<file path="src/rtl/cnn_cfg_pkg.sv">
// Shared definitions for the Benes input-configuration loader: default sizes,
// controller state encoding and the lane-count clamp.
package cnn_cfg_pkg;

  localparam int N_DEF     = 32;
  localparam int I_DEF     = 32;
  localparam int SW_DEF    = 10;
  localparam int DAW_DEF   = 16;
  localparam int CAW_DEF   = 5;
  localparam int STEPS_DEF = 32;
  localparam int LANE_W    = N_DEF;
  localparam int NV_W      = 6;

  typedef enum logic [2:0] {
    IDLE,
    LOAD,
    DRAIN,
    FETCH,
    PRESENT,
    FIN
  } state_t;

  // Requested lane counts above the physical lane count load every lane.
  function automatic logic [NV_W-1:0] clamp_lanes(input logic [NV_W-1:0] n, input int lanes);
    return (int'(n) > lanes) ? NV_W'(lanes) : n;
  endfunction

endpackage

</file>
<file path="src/rtl/lane_bank.sv">
// LANES x WIDTH register file: synchronous clear-all, one write port, and every
// lane exposed side by side on a flat bus (lane k at bits [k*WIDTH +: WIDTH]).
module lane_bank
  import cnn_cfg_pkg::*;
#(
  parameter int LANES = I_DEF,
  parameter int WIDTH = LANE_W,
  localparam int AW   = $clog2(LANES)
) (
  input  logic                   clk_sig,
  input  logic                   rst_n,
  input  logic                   i_clr,
  input  logic                   i_we,
  input  logic [AW-1:0]          i_waddr,
  input  logic [WIDTH-1:0]       i_wdata,
  output logic [LANES*WIDTH-1:0] o_bus
);

  logic [WIDTH-1:0] r_lane [LANES];

  // NOTE: the bank is flops read in parallel, not a RAM macro, so it can and must reset to 0.
  always_ff @(posedge clk_sig or negedge rst_n) begin
    if (!rst_n) begin
      for (int k = 0; k < LANES; k++) r_lane[k] <= '0;
    end else begin
      for (int k = 0; k < LANES; k++) begin
        if (i_clr)                            r_lane[k] <= '0;
        else if (i_we && i_waddr == AW'(k))   r_lane[k] <= i_wdata;
      end
    end
  end

  for (genvar g = 0; g < LANES; g++) begin : g_bus
    assign o_bus[g*WIDTH +: WIDTH] = r_lane[g];
  end

endmodule

</file>
<file path="src/rtl/benes_config_loader.sv">
// Loads one input vector into the lane bank, then streams STEPS switch-control
// words to the Benes stage over a valid/ready handshake.
module benes_config_loader
  import cnn_cfg_pkg::*;
#(
  parameter int N     = N_DEF,
  parameter int I     = I_DEF,
  parameter int SW    = SW_DEF,
  parameter int DAW   = DAW_DEF,
  parameter int CAW   = CAW_DEF,
  parameter int STEPS = STEPS_DEF
) (
  input  logic             clk_sig,
  input  logic             rst_n,
  input  logic             start,
  input  logic [DAW-1:0]   base_addr,
  input  logic [NV_W-1:0]  n_valid,
  output logic             data_rd_en,
  output logic [DAW-1:0]   data_addr,
  input  logic [N-1:0]     data_rdata,
  output logic             cfg_rd_en,
  output logic [CAW-1:0]   cfg_addr,
  input  logic [SW-1:0]    cfg_rdata,
  output logic [I*N-1:0]   xin_bus,
  output logic [SW-1:0]    s_sig,
  output logic             configure,
  output logic             step_valid,
  input  logic             step_ready,
  output logic             busy,
  output logic             done
);

  localparam int LAW = $clog2(I);
  localparam logic [CAW:0] LAST_STEP = (CAW+1)'(STEPS - 1);

  state_t            r_state, w_next;
  logic [DAW-1:0]    r_base;
  logic [NV_W-1:0]   r_n_eff, r_rd_cnt, r_wr_cnt, w_n_clamp;
  logic              r_rd_pend, r_cfg_pend;
  logic [CAW:0]      r_step_cnt, w_step_inc;
  logic [SW-1:0]     r_s;
  logic              w_start_ok, w_xfer;

  assign w_n_clamp  = clamp_lanes(n_valid, I);
  assign w_start_ok = (r_state == IDLE) && start;
  assign w_xfer     = (r_state == PRESENT) && step_ready;
  assign w_step_inc = r_step_cnt + 1'b1;

  assign busy       = (r_state != IDLE);
  assign done       = (r_state == FIN);
  assign step_valid = (r_state == PRESENT);
  assign configure  = (r_state == FETCH) || (r_state == PRESENT);
  assign s_sig      = r_s;

  // The next control word is requested in the same cycle the current one is
  // accepted, so an unstalled step costs two cycles instead of three.
  always_comb begin
    // NOTE: every output of this block gets a default first so no path infers a latch.
    w_next     = r_state;
    data_rd_en = 1'b0;
    data_addr  = '0;
    cfg_rd_en  = 1'b0;
    cfg_addr   = '0;
    unique case (r_state)
      IDLE: if (start) w_next = (w_n_clamp == '0) ? FETCH : LOAD;
      LOAD: begin
        data_rd_en = 1'b1;
        data_addr  = r_base + DAW'(r_rd_cnt);
        if (r_rd_cnt == r_n_eff - 1'b1) w_next = DRAIN;
      end
      DRAIN: w_next = FETCH;
      FETCH: begin
        if (!r_cfg_pend) begin
          cfg_rd_en = 1'b1;
          cfg_addr  = r_step_cnt[CAW-1:0];
        end else begin
          w_next = PRESENT;
        end
      end
      PRESENT: begin
        if (step_ready) begin
          if (r_step_cnt == LAST_STEP) begin
            w_next = FIN;
          end else begin
            cfg_rd_en = 1'b1;
            cfg_addr  = w_step_inc[CAW-1:0];
            w_next    = FETCH;
          end
        end
      end
      FIN:     w_next = IDLE;
      default: w_next = IDLE;
    endcase
  end

  always_ff @(posedge clk_sig or negedge rst_n) begin
    if (!rst_n) begin
      r_state    <= IDLE;
      r_base     <= '0;
      r_n_eff    <= '0;
      r_rd_cnt   <= '0;
      r_wr_cnt   <= '0;
      r_rd_pend  <= 1'b0;
      r_cfg_pend <= 1'b0;
      r_step_cnt <= '0;
      r_s        <= '0;
    end else begin
      r_state   <= w_next;
      r_rd_pend <= data_rd_en;
      if (w_start_ok) begin
        r_base     <= base_addr;
        r_n_eff    <= w_n_clamp;
        r_rd_cnt   <= '0;
        r_wr_cnt   <= '0;
        r_step_cnt <= '0;
      end
      if (data_rd_en) r_rd_cnt <= r_rd_cnt + 1'b1;
      if (r_rd_pend)  r_wr_cnt <= r_wr_cnt + 1'b1;
      if (cfg_rd_en) begin
        r_cfg_pend <= 1'b1;
      end else if (r_state == FETCH && r_cfg_pend) begin
        r_s        <= cfg_rdata;
        r_cfg_pend <= 1'b0;
      end
      if (w_xfer) r_step_cnt <= w_step_inc;
    end
  end

  lane_bank #(
    .LANES (I),
    .WIDTH (N)
  ) u_lane_bank (
    .clk_sig (clk_sig),
    .rst_n   (rst_n),
    .i_clr   (w_start_ok),
    .i_we    (r_rd_pend),
    .i_waddr (r_wr_cnt[LAW-1:0]),
    .i_wdata (data_rdata),
    .o_bus   (xin_bus)
  );

endmodule

</file>
<file path="config.mk">
export PLATFORM = sky130hd
export DESIGN_NAME = benes_config_loader
export DESIGN_NICKNAME = d
export VERILOG_FILES = /design/src/rtl/cnn_cfg_pkg.sv /design/src/rtl/lane_bank.sv /design/src/rtl/benes_config_loader.sv
export SDC_FILE = /design/constraint.sdc
export NUM_CORES = 1
export LEC_CHECK = 0
export CORE_AREA = 8 8 436 438
export CTS_CLUSTER_SIZE = 24
export DETAILED_ROUTE_END_ITERATION = 12
export DIE_AREA = 0 0 444 446
export PLACE_DENSITY_LB_ADDON = 0.3
export SLEW_MARGIN = 20
export SYNTH_ARGS = -nofsm -noshare
export SYNTH_HDL_FRONTEND = slang
export SYNTH_SLANG_ARGS = --single-unit
</file>
<file path="constraint.sdc">
create_clock -name clk_sig -period 5.9 [get_ports clk_sig]
set_clock_uncertainty 0.15 [all_clocks]
set_input_delay 1.18 -clock clk_sig [delete_from_list [all_inputs] [get_ports clk_sig]]
set_output_delay 1.18 -clock clk_sig [all_outputs]
set_load 0.05 [all_outputs]
</file>
# Yosys cells after proc, flatten, opt, wreduce, memory -nomap -nowiden

Cells that the tools add are included.

$add $sub $neg: 5
Multiply operators: 0
Div/mod/pow operators: 0
$lt $le $gt $ge: 1
Eq/ne operators: 42
Shift-type cells: 0
Multiplexer cells: 88
Bitwise operators: 1
Reductions and logical operators: 78

Operators by type and width:

| cell                  | count |
|---|---|
| $mux W32              | 64 |
| $eq A5 B5 Y1 const B  | 16 |
| $reduce_bool A2 Y1    | 36 |
| $eq A5 B4 Y1 const B  | 8 |
| $logic_and A1 B1 Y1   | 35 |
| $mux W6               | 5 |
| $eq A5 B3 Y1 const B  | 4 |
| $add A6 B1 Y6 const B | 3 |
| $add A16 B6 Y16       | 1 |
| $mux W16              | 1 |
| $mux W3               | 5 |
| $mux W5               | 3 |
| $pmux W3 S5           | 1 |
| $eq A5 B2 Y1 const B  | 2 |
| $pmux W5 S2           | 1 |
| $eq A3 B2 Y1 const B  | 2 |
| $eq A3 B3 Y1 const B  | 2 |
| $eq A6 B5 Y1 const B  | 1 |
| $eq A6 B6 Y1          | 1 |
| $gt A6 B6 Y1 const B  | 1 |
| $logic_not A6 Y1      | 1 |
| $mux W1               | 6 |
| $ne A2 B2 Y1 const B  | 3 |
| $sub A6 B1 Y6 const B | 1 |
| 12 further kinds      | 12 |

Register bits: 1079
Latch bits: 0
Memory bits (writable): 0
ROM bits: 0
Input port bits: 68
Output and inout port bits: 1061
Logic and storage cells: 256
Memories kept: 0

# Longest topological paths before layout

Gate-level depths: netlist (run 1).

Depth in word-level cells: 6
Depth in mapped cells: 8
Depth with buffers taken out: 8

# By module

Synthesis (run 1) repeated with hierarchy kept, for this count alone.

Cells, all modules: 3819
Area, all modules: 47484.3 um2

Modules (own cells, without submodules):

| module              | instances | cells an instance | area each (um2) | seq. area each (um2) |
|---|---|---|---|---|
| lane_bank           | 1         | 3469              | 44346.3         | 25624.6 |
| benes_config_loader | 1         | 350               | 3138.0          | 1351.3 |

# Worst setup path after synthesis (run 1)

OpenSTA, ideal clock, no wires.

Path type: input to output
From: in step_ready
To: out cfg_addr[0]
Arrival: 2.702 ns
Required time: 4.570 ns
Setup slack: 1.868 ns
Cell stages on the path: 3
Buffers on the path: 0
Cell sequence: and4bb_2 -> o31ai_1 -> o21ai_0

Longest elaborated chain between the ends: 2

Ends and longest elaborated chain:

| what        | RTL line                  | RTL |
|---|---|---|
| from (decl) | benes_config_loader.sv:28 | `input logic step_ready,` |
| $mux W5     | benes_config_loader.sv:81 | `if (step_ready) begin` |
| $pmux W5 S2 | benes_config_loader.sv:64 | `unique case (r_state)` |
| to (decl)   | benes_config_loader.sv:22 | `output logic [CAW-1:0] cfg_addr,` |

Every way passes these cells.

# Worst setup path in the final report (run 1)

From: reg r_rd_cnt[0]
To: out data_addr[12]

Longest elaborated chain between the ends: 2

Ends and longest elaborated chain:

| what                   | RTL line                   | RTL |
|---|---|---|
| from (decl)            | benes_config_loader.sv:38  | `logic [NV_W-1:0] r_n_eff, r_rd_cnt, r_wr_cnt, w_n_clamp;` |
| from (signal assigned) | benes_config_loader.sv:117 | `if (data_rd_en) r_rd_cnt <= r_rd_cnt + 1'b1;` |
| $add A16 B6 Y16        | benes_config_loader.sv:68  | `data_addr = r_base + DAW'(r_rd_cnt);` |
| $mux W16               | benes_config_loader.sv:64  |  |
| to (decl)              | benes_config_loader.sv:19  | `output logic [DAW-1:0] data_addr,` |

Every way passes these cells.

==> summary.md, run 1 <==
| Metric | Value |
|---|---|
| PostCTS Resize Cnt | 0 |
| Worst VDD drop | 0.000341 V |
| Max Slew Vio Count | 0 |
| Clock slew at reported path FFs | 60 ps |
| WL/cell | 27.1 um |
| Rows | 158 |
| First-pass GRT wire length | 313 mm |
| Post-synthesis instance total | 4,911 |
| Power density cells | 482 nW/um^2 |
| Status | complete, no violations |
| Hold crit path type | in -> async |
| Total CTS buffers | 121 |
| Register bit total from synthesis | 1,078 |
| Design Power | 29,700 uW |
| Ys flop type | dfrtp_1 |
| Final cycle utilization of the critical path | 0.930 |
| Root Buffer | clkbuf_16 |
| Critical path fanouts, max | 8 |
| NumNets Final | 5,946 |
| CTS H-tree lvls | 3 |
| Setup slack after layout | 411 ps |
| Ys Warns | 0 |
| Initial Util | 0.239 |
| CTS max path bufs | 3 |
| LEAKAGE | approximately 0.026 uW |
| Setup TNS | 0 ps |
| EDFF count, synth | 0 |
| Syn Nets | 4,995 |
| Critical Path Sink Type | primary output |
| Crit Path Class | reg -> out |
| Critical Path AT | 4160 ps |
| Post-synth cell types | 59 |
| # IOs | 1,129 |
| Pin count of the biggest net entering global routing | 165 |
| Core area | 184,000 um^2 |
| Drt drc | 0 |
| MaxCap Viol Count | 0 |
| Worst Path Required | 4570 ps |
| Routed wire length | 227 mm |
| Multi-input logic area | ~15,000 um^2 |
| Layout cell share with drive strength beyond 1 | 0.0729 |
| Total area of sequential cells | about 27,000 um^2 |
| Initial antenna violation count | 19 |
| Avg Vias per Cell | 4.77 |
| Overall Global Routing Usage | 0.219 |
| Congestion Overflow GR | 0 |
| Post-Route Utilization | 0.335 |
| Area after DPL | 57,400 um^2 |
| Worst skew pair latency | 770 ps |
| CTS tree | yes |
| Hold Vio Cnt, Final | 0 |
| Port Buffers | approximately 1,100 |
| Area grow syn2layout | 40.6% |
| Crit path time final | 5490 ps |
| Critical Path Start Type | flop |
| Syn Area/Cell | 8.92 um^2 |
| DRT Pass-1 Iters | 6 |
| DPL Wire Length | 147 mm |
| # setup viols final | 0 |
| Async SR Flop Fraction | 1.00 |
| R2r setup slk | 2230 ps |
| Die width | 444 um |
| 1st-iter DRT viols | 3,922 |
| Number of fill cells | roughly 19,000 |
| Post-cts hold buffer count | 0 |
| Pre-CTS WS | 1210 ps |
| Setup Fix Bufs, Post-CTS | 0 |
| Via count | between 30,000 and 40,000 |
| Vias in the first global route | slightly below 40,000 |
| Sink Count | 1,078 |
| Die Y | 446 um |
| Routability cong. | 0.856 |
| Post-route cell area | 61,600 um^2 |
| Antenna-violating nets left | 0 |
| Synthesized area | about 44,000 um^2 |
| Full die area | 198,000 um^2 |
| Sequential fraction of the synthesis area | 0.616 |
| Max Freq | 182 MHz |
| RSZ-0062 raised after global routing | false |
| Relative slew slack | 0.213 |
| Worst slew pin tran | 1180 ps |
flip-flops by register name, summed over array words and instances (netlist names):
register and flops:
r_state 3, u_lane_bank.o_bus 1024, r_step_cnt 6, r_rd_cnt 6, r_cfg_pend 1, r_wr_cnt 5
r_base 16, r_rd_pend 1, s_sig 10, r_n_eff 6
per-layer routing:
| metal | wire [um] | global-route usage | vias to the layer above | share of wire |
|---|---|---|---|---|
| li1 | - | - | 17700 | - |
| met1 | 87600 | 0.266 | 20100 | 0.39 |
| met2 | 109000 | 0.361 | 1764 | 0.48 |
| met3 | 18700 | 0.0567 | 405 | 0.082 |
| met4 | 12600 | 0.106 | 0 | 0.055 |
| met5 | 0 | 0 | - | 0 |
logic make-up after synthesis:
group / after synthesis / synth area share
compound gates: 1088 / 0.127
buf+inv: 436 / 0.0453
simple gates: 2264 / 0.201
fa+ha+maj: 16 / 0.00474
mux: 14 / 0.00348
xor+xnor: 15 / 0.00300
flops: 1078 / 0.616
report_power, final:
part	switching, uW	total [uW]	internal, uW
Clock	3350	7770	4420
Sequential	925	9710	8790
Combinational	8840	12200	3340
Total	13100	29700	16600
per-stage QoR:
step	cells	hold slack (ps)
3_5_place_dp	8138	320
3_3_place_gp	8133	315
4_1_cts	8366	291
2_1_floorplan	4911	302
6_report	8375	277
5_1_grt	8367	297
final timing paths:
path,endpoint,depth (start not counted),from
max,data_addr[12],9,r_rd_cnt[0]
min,u_lane_bank.o_bus[461],1,rst_n
max reg2reg,u_lane_bank.o_bus[700],6,r_rd_pend
min reg2reg,u_lane_bank.o_bus[482],2,u_lane_bank.o_bus[482]
max in group asynchronous,u_lane_bank.o_bus[113],2,rst_n
min in group clk_sig,u_lane_bank.o_bus[482],2,u_lane_bank.o_bus[482]
cells in the mapped netlist, types with 2 or more instances:
cell type / count / area, um^2
or2_1: 2 / 12.5
mux2_2: 10 / 113
nor2b_1: 9 / 56.3
o211ai_1: 3 / 22.5
a21o_1: 3 / 22.5
nand2_1: 2121 / 7960
and2_1: 3 / 18.8
or3_1: 2 / 12.5
or2_2: 2 / 12.5
and3_1: 5 / 31.3
a31oi_1: 2 / 12.5
nand3_1: 26 / 130
nand2_2: 4 / 25.0
and3b_1: 2 / 17.5
buf_4: 13 / 97.6
nand4_1: 8 / 50.1
a21oi_1: 966 / 4830
buf_2: 233 / 1170
xnor2_1: 7 / 61.3
o21ai_0: 76 / 380
nor3_2: 5 / 50.1
o21a_1: 3 / 22.5
a2111o_1: 3 / 33.8
nand3b_1: 8 / 60.1
mux2i_1: 4 / 40.0
o31ai_1: 5 / 37.5
nor3_1: 7 / 35.0
nor3_4: 3 / 48.8
nor2_2: 10 / 62.6
o21ai_1: 16 / 80.1
nand2b_1: 3 / 18.8
xor2_1: 8 / 70.1
dfrtp_1: 1078 / 27000
nor2_1: 36 / 135
buf_1: 17 / 63.8
a21oi_2: 2 / 17.5
ha_1: 15 / 188
inv_1: 12 / 45.0
clkbuf_1: 159 / 597
layout by cell type, fill, tap and decap left out, types with 23 or more instances in the layout:
| cell type | instances |
|---|---|
| buf_4 | 105 |
| clkbuf_16 | 121 |
| nor2_1 | 23 |
| clkdlybuf4s50_1 | 1095 |
| a21oi_1 | 966 |
| clkbuf_1 | 27 |
| clkbuf_8 | 39 |
| buf_2 | 30 |
| o21ai_0 | 76 |
| nand2_1 | 2111 |
| dfrtp_1 | 1078 |
worst max-delay path, cell delays in order (launching register included):
cell	delay (ps)
dfrtp_1	480
ha_1	230
inv_1	60
fa_1	380
nor2b_1	160
o21a_1	180
o21ai_1	200
a21boi_0	290
mux2i_1	520
clkdlybuf4s50_1	910
cell type report:
cell class | count | area share
timing repair buffer | 1251 | 0.200
antenna | 8 | 0.000325
inverter | 13 | 0.000792
clock buffer | 187 | 0.0595
sequential | 1078 | 0.438
tap | 2400 | 0.0488
clock inverter | 41 | 0.00723
multi-input combinational | 3397 | 0.245
Power figures use the tool's default switching activity.
==> run 2, diff against run 1 <==
--- a/config.mk
+++ b/config.mk
@@ -5,12 +5,13 @@
 export SDC_FILE = /design/constraint.sdc
 export NUM_CORES = 1
 export LEC_CHECK = 0
+export CAP_MARGIN = 25
 export CORE_AREA = 8 8 436 438
 export CTS_CLUSTER_SIZE = 24
 export DETAILED_ROUTE_END_ITERATION = 12
 export DIE_AREA = 0 0 444 446
 export PLACE_DENSITY_LB_ADDON = 0.3
-export SLEW_MARGIN = 20
+export SLEW_MARGIN = 10
 export SYNTH_ARGS = -nofsm -noshare
 export SYNTH_HDL_FRONTEND = slang
 export SYNTH_SLANG_ARGS = --single-unit
==> summary.md, run 2 (synthesis results as in run 1) <==
| Metric | Value |
|---|---|
| Psw | 13,100 uW |
| RSZ-0062 raised after global routing | false |
| Total CTS buffers | 121 |
| Critical Path AT | 4120 ps |
| Overall Global Routing Usage | 0.218 |
| Critical Path Sink Type | primary output |
| Crit path cell chain | ha_1 > inv_1 > fa_1 > nor2b_1 > o21a_1 > o21ai_1 > a21boi_0 > mux2i_1 > clkdlybuf4s50_1 |
| Area grow syn2layout | 40.6% |
| Max Slew Vio Count | 0 |
| DPL Wire Length | roughly 150 mm |
| Internal Power | approximately 16,000 uW |
| Die Y | between 400 and 500 um |
| Combinational Power Share | 0.412 |
| Routed wire length | 227 mm |
| R2r setup slk | 2230 ps |
| Drt drc | 0 |
| Congestion Overflow GR | 0 |
| Number of fill cells | ~19,000 |
| Core area | 184,000 um^2 |
| WL/cell | 27.1 um |
| 1st-iter DRT viols | 3,891 |
| Relative slew slack | 0.287 |
| Crit Path Class | reg -> out |
| Slowest stage delay, CP | 910 ps |
| Worst slew pin tran | around 1100 ps |
| Sink Count | 1,078 |
| R2R depth | 6 |
| Post-cts hold buffer count | 0 |
| Rows | 158 |
| Antenna-violating nets left | 0 |
| Setup TNS | 0 ps |
| RR Endpoint | u_lane_bank.o_bus[700] |
| Initial Util | 0.239 |
| DRT Pass-1 Iters | 7 |
| CTS tree | yes |
| R2R Path Start | r_rd_pend |
| Worst Path Required | 4570 ps |
| PostCTS Resize Cnt | 0 |
| MaxCap Viol Count | 0 |
| CTS H-tree lvls | 3 |
| Critical path fanouts, max | 8 |
| Worst hold slack | ~270 ps |
| Full die area | 198,000 um^2 |
| Layout cell share with drive strength beyond 1 | 0.0714 |
| Worst skew pair latency | 780 ps |
| Most common cell after layout, fill and taps aside | nand2_1 |
| Power density cells | 480 nW/um^2 |
| Worst VDD drop | 0.000279 V |
| Proportion of power drawn by the clock network | 0.259 |
| Die width | ~440 um |
| Root Buffer | clkbuf_16 |
| Critical Path Start Type | flop |
| Pin count of the biggest net entering global routing | 165 |
| Max Freq | 184 MHz |
| CTS max path bufs | 3 |
| Total area of sequential cells | 27,000 um^2 |
| Avg Vias per Cell | 4.77 |
| Crit path time final | 5450 ps |
| Status | complete, no violations |
| Switching part of the total | 0.442 |
| Port Buffers | 1,128 |
| # setup viols final | 0 |
| Clock slew at reported path FFs | 60 ps |
| NumNets Final | 5,952 |
| Hold Vio Cnt, Final | 0 |
| Max FFs per register | 1,024 |
| Routability cong. | about 0.86 |
| Multi-input logic area | 15,100 um^2 |
| First-pass GRT wire length | between 300 and 400 mm |
| Final cycle utilization of the critical path | 0.923 |
| Reg power frac | 0.329 |
| Setup Fix Bufs, Post-CTS | 0 |
| Most frequent cells in the layout | 2,111 x nand2_1, 1,095 x clkdlybuf4s50_1, 1,078 x dfrtp_1 |
| Vias in the first global route | 38,800 |
| LEAKAGE | 0.0256 uW |
| Via count | 39,900 |
| Hold crit path type | in -> async |
| Initial antenna violation count | 15 |
| # IOs | around 1,100 |
| CP max-delay cell | clkdlybuf4s50_1 |
[run 2: changes by cell type in the layout (fill, tap and decap cells not counted), moves of 3 or more]
cell and delta:
clkbuf_8 -8, clkinvlp_4 -4, inv_6 -3, buf_12 +6, diode_2 -3, clkinv_2 -4, clkbuf_1 +8
[run 2: worst max-delay path by stage]
stage | start | to | slack [ps] | cells after the start
floorplan | step_ready | cfg_addr[0] | 1870 | 3
global placement | step_ready | cfg_addr[3] | 1190 | 7
detailed placement | step_ready | cfg_addr[3] | 1190 | 7
CTS | r_rd_cnt[0] | data_addr[12] | 340 | 9
global route | r_rd_cnt[0] | data_addr[12] | 210 | 9
finish | r_rd_cnt[0] | data_addr[12] | 450 | 9
[run 2: power groups by stage]
stage,clock [uW],combinational [uW],sequential [uW]
2_1_floorplan,0,3100,14100
3_3_place_gp,0,12200,9760
3_5_place_dp,0,12200,9820
4_1_cts,7840,12300,9700
5_1_grt,8110,12700,9880
6_report,7660,12200,9710
[run 2: through the flow]
step           total power (uW)  instances  utilization  area, um^2  setup slack, ps
2_1_floorplan             17200       4911            -       43800             1870
3_3_place_gp              21900       8133        0.312       57300             1190
3_5_place_dp              22100       8145        0.313       57600             1190
4_1_cts                   29800       8366        0.335       61600              342
5_1_grt                   30700       8369        0.335       61600              215
6_report                  29500       8371        0.335       61600              455
[run 2: worst max-delay path: cells and delay by family (launching register included)]
family,cells,cell delay (ps)
flops,1,480
mux,1,500
compound gates,3,650
buf+inv,2,960
fa+ha+maj,2,590
simple gates,1,170
[run 2: area by class of cell]
cell class              count  share of cell area
multi-input cells        3397               0.245
clock inverters            34             0.00687
clock buffers             187              0.0582
well taps                2400              0.0488
repair buffers           1257               0.202
diodes                      5            0.000203
flip-flops and latches   1078               0.438
inverters                  13            0.000792
[run 2: per-layer routing]
| metal | vias to the layer above | routed length (um) | global-route usage |
|---|---|---|---|
| li1 | 17700 | - | - |
| met1 | 20100 | 87900 | 0.263 |
| met2 | 1635 | 109000 | 0.361 |
| met3 | 415 | 17800 | 0.0583 |
| met4 | 0 | 12800 | 0.109 |
| met5 | - | 0 | 0 |
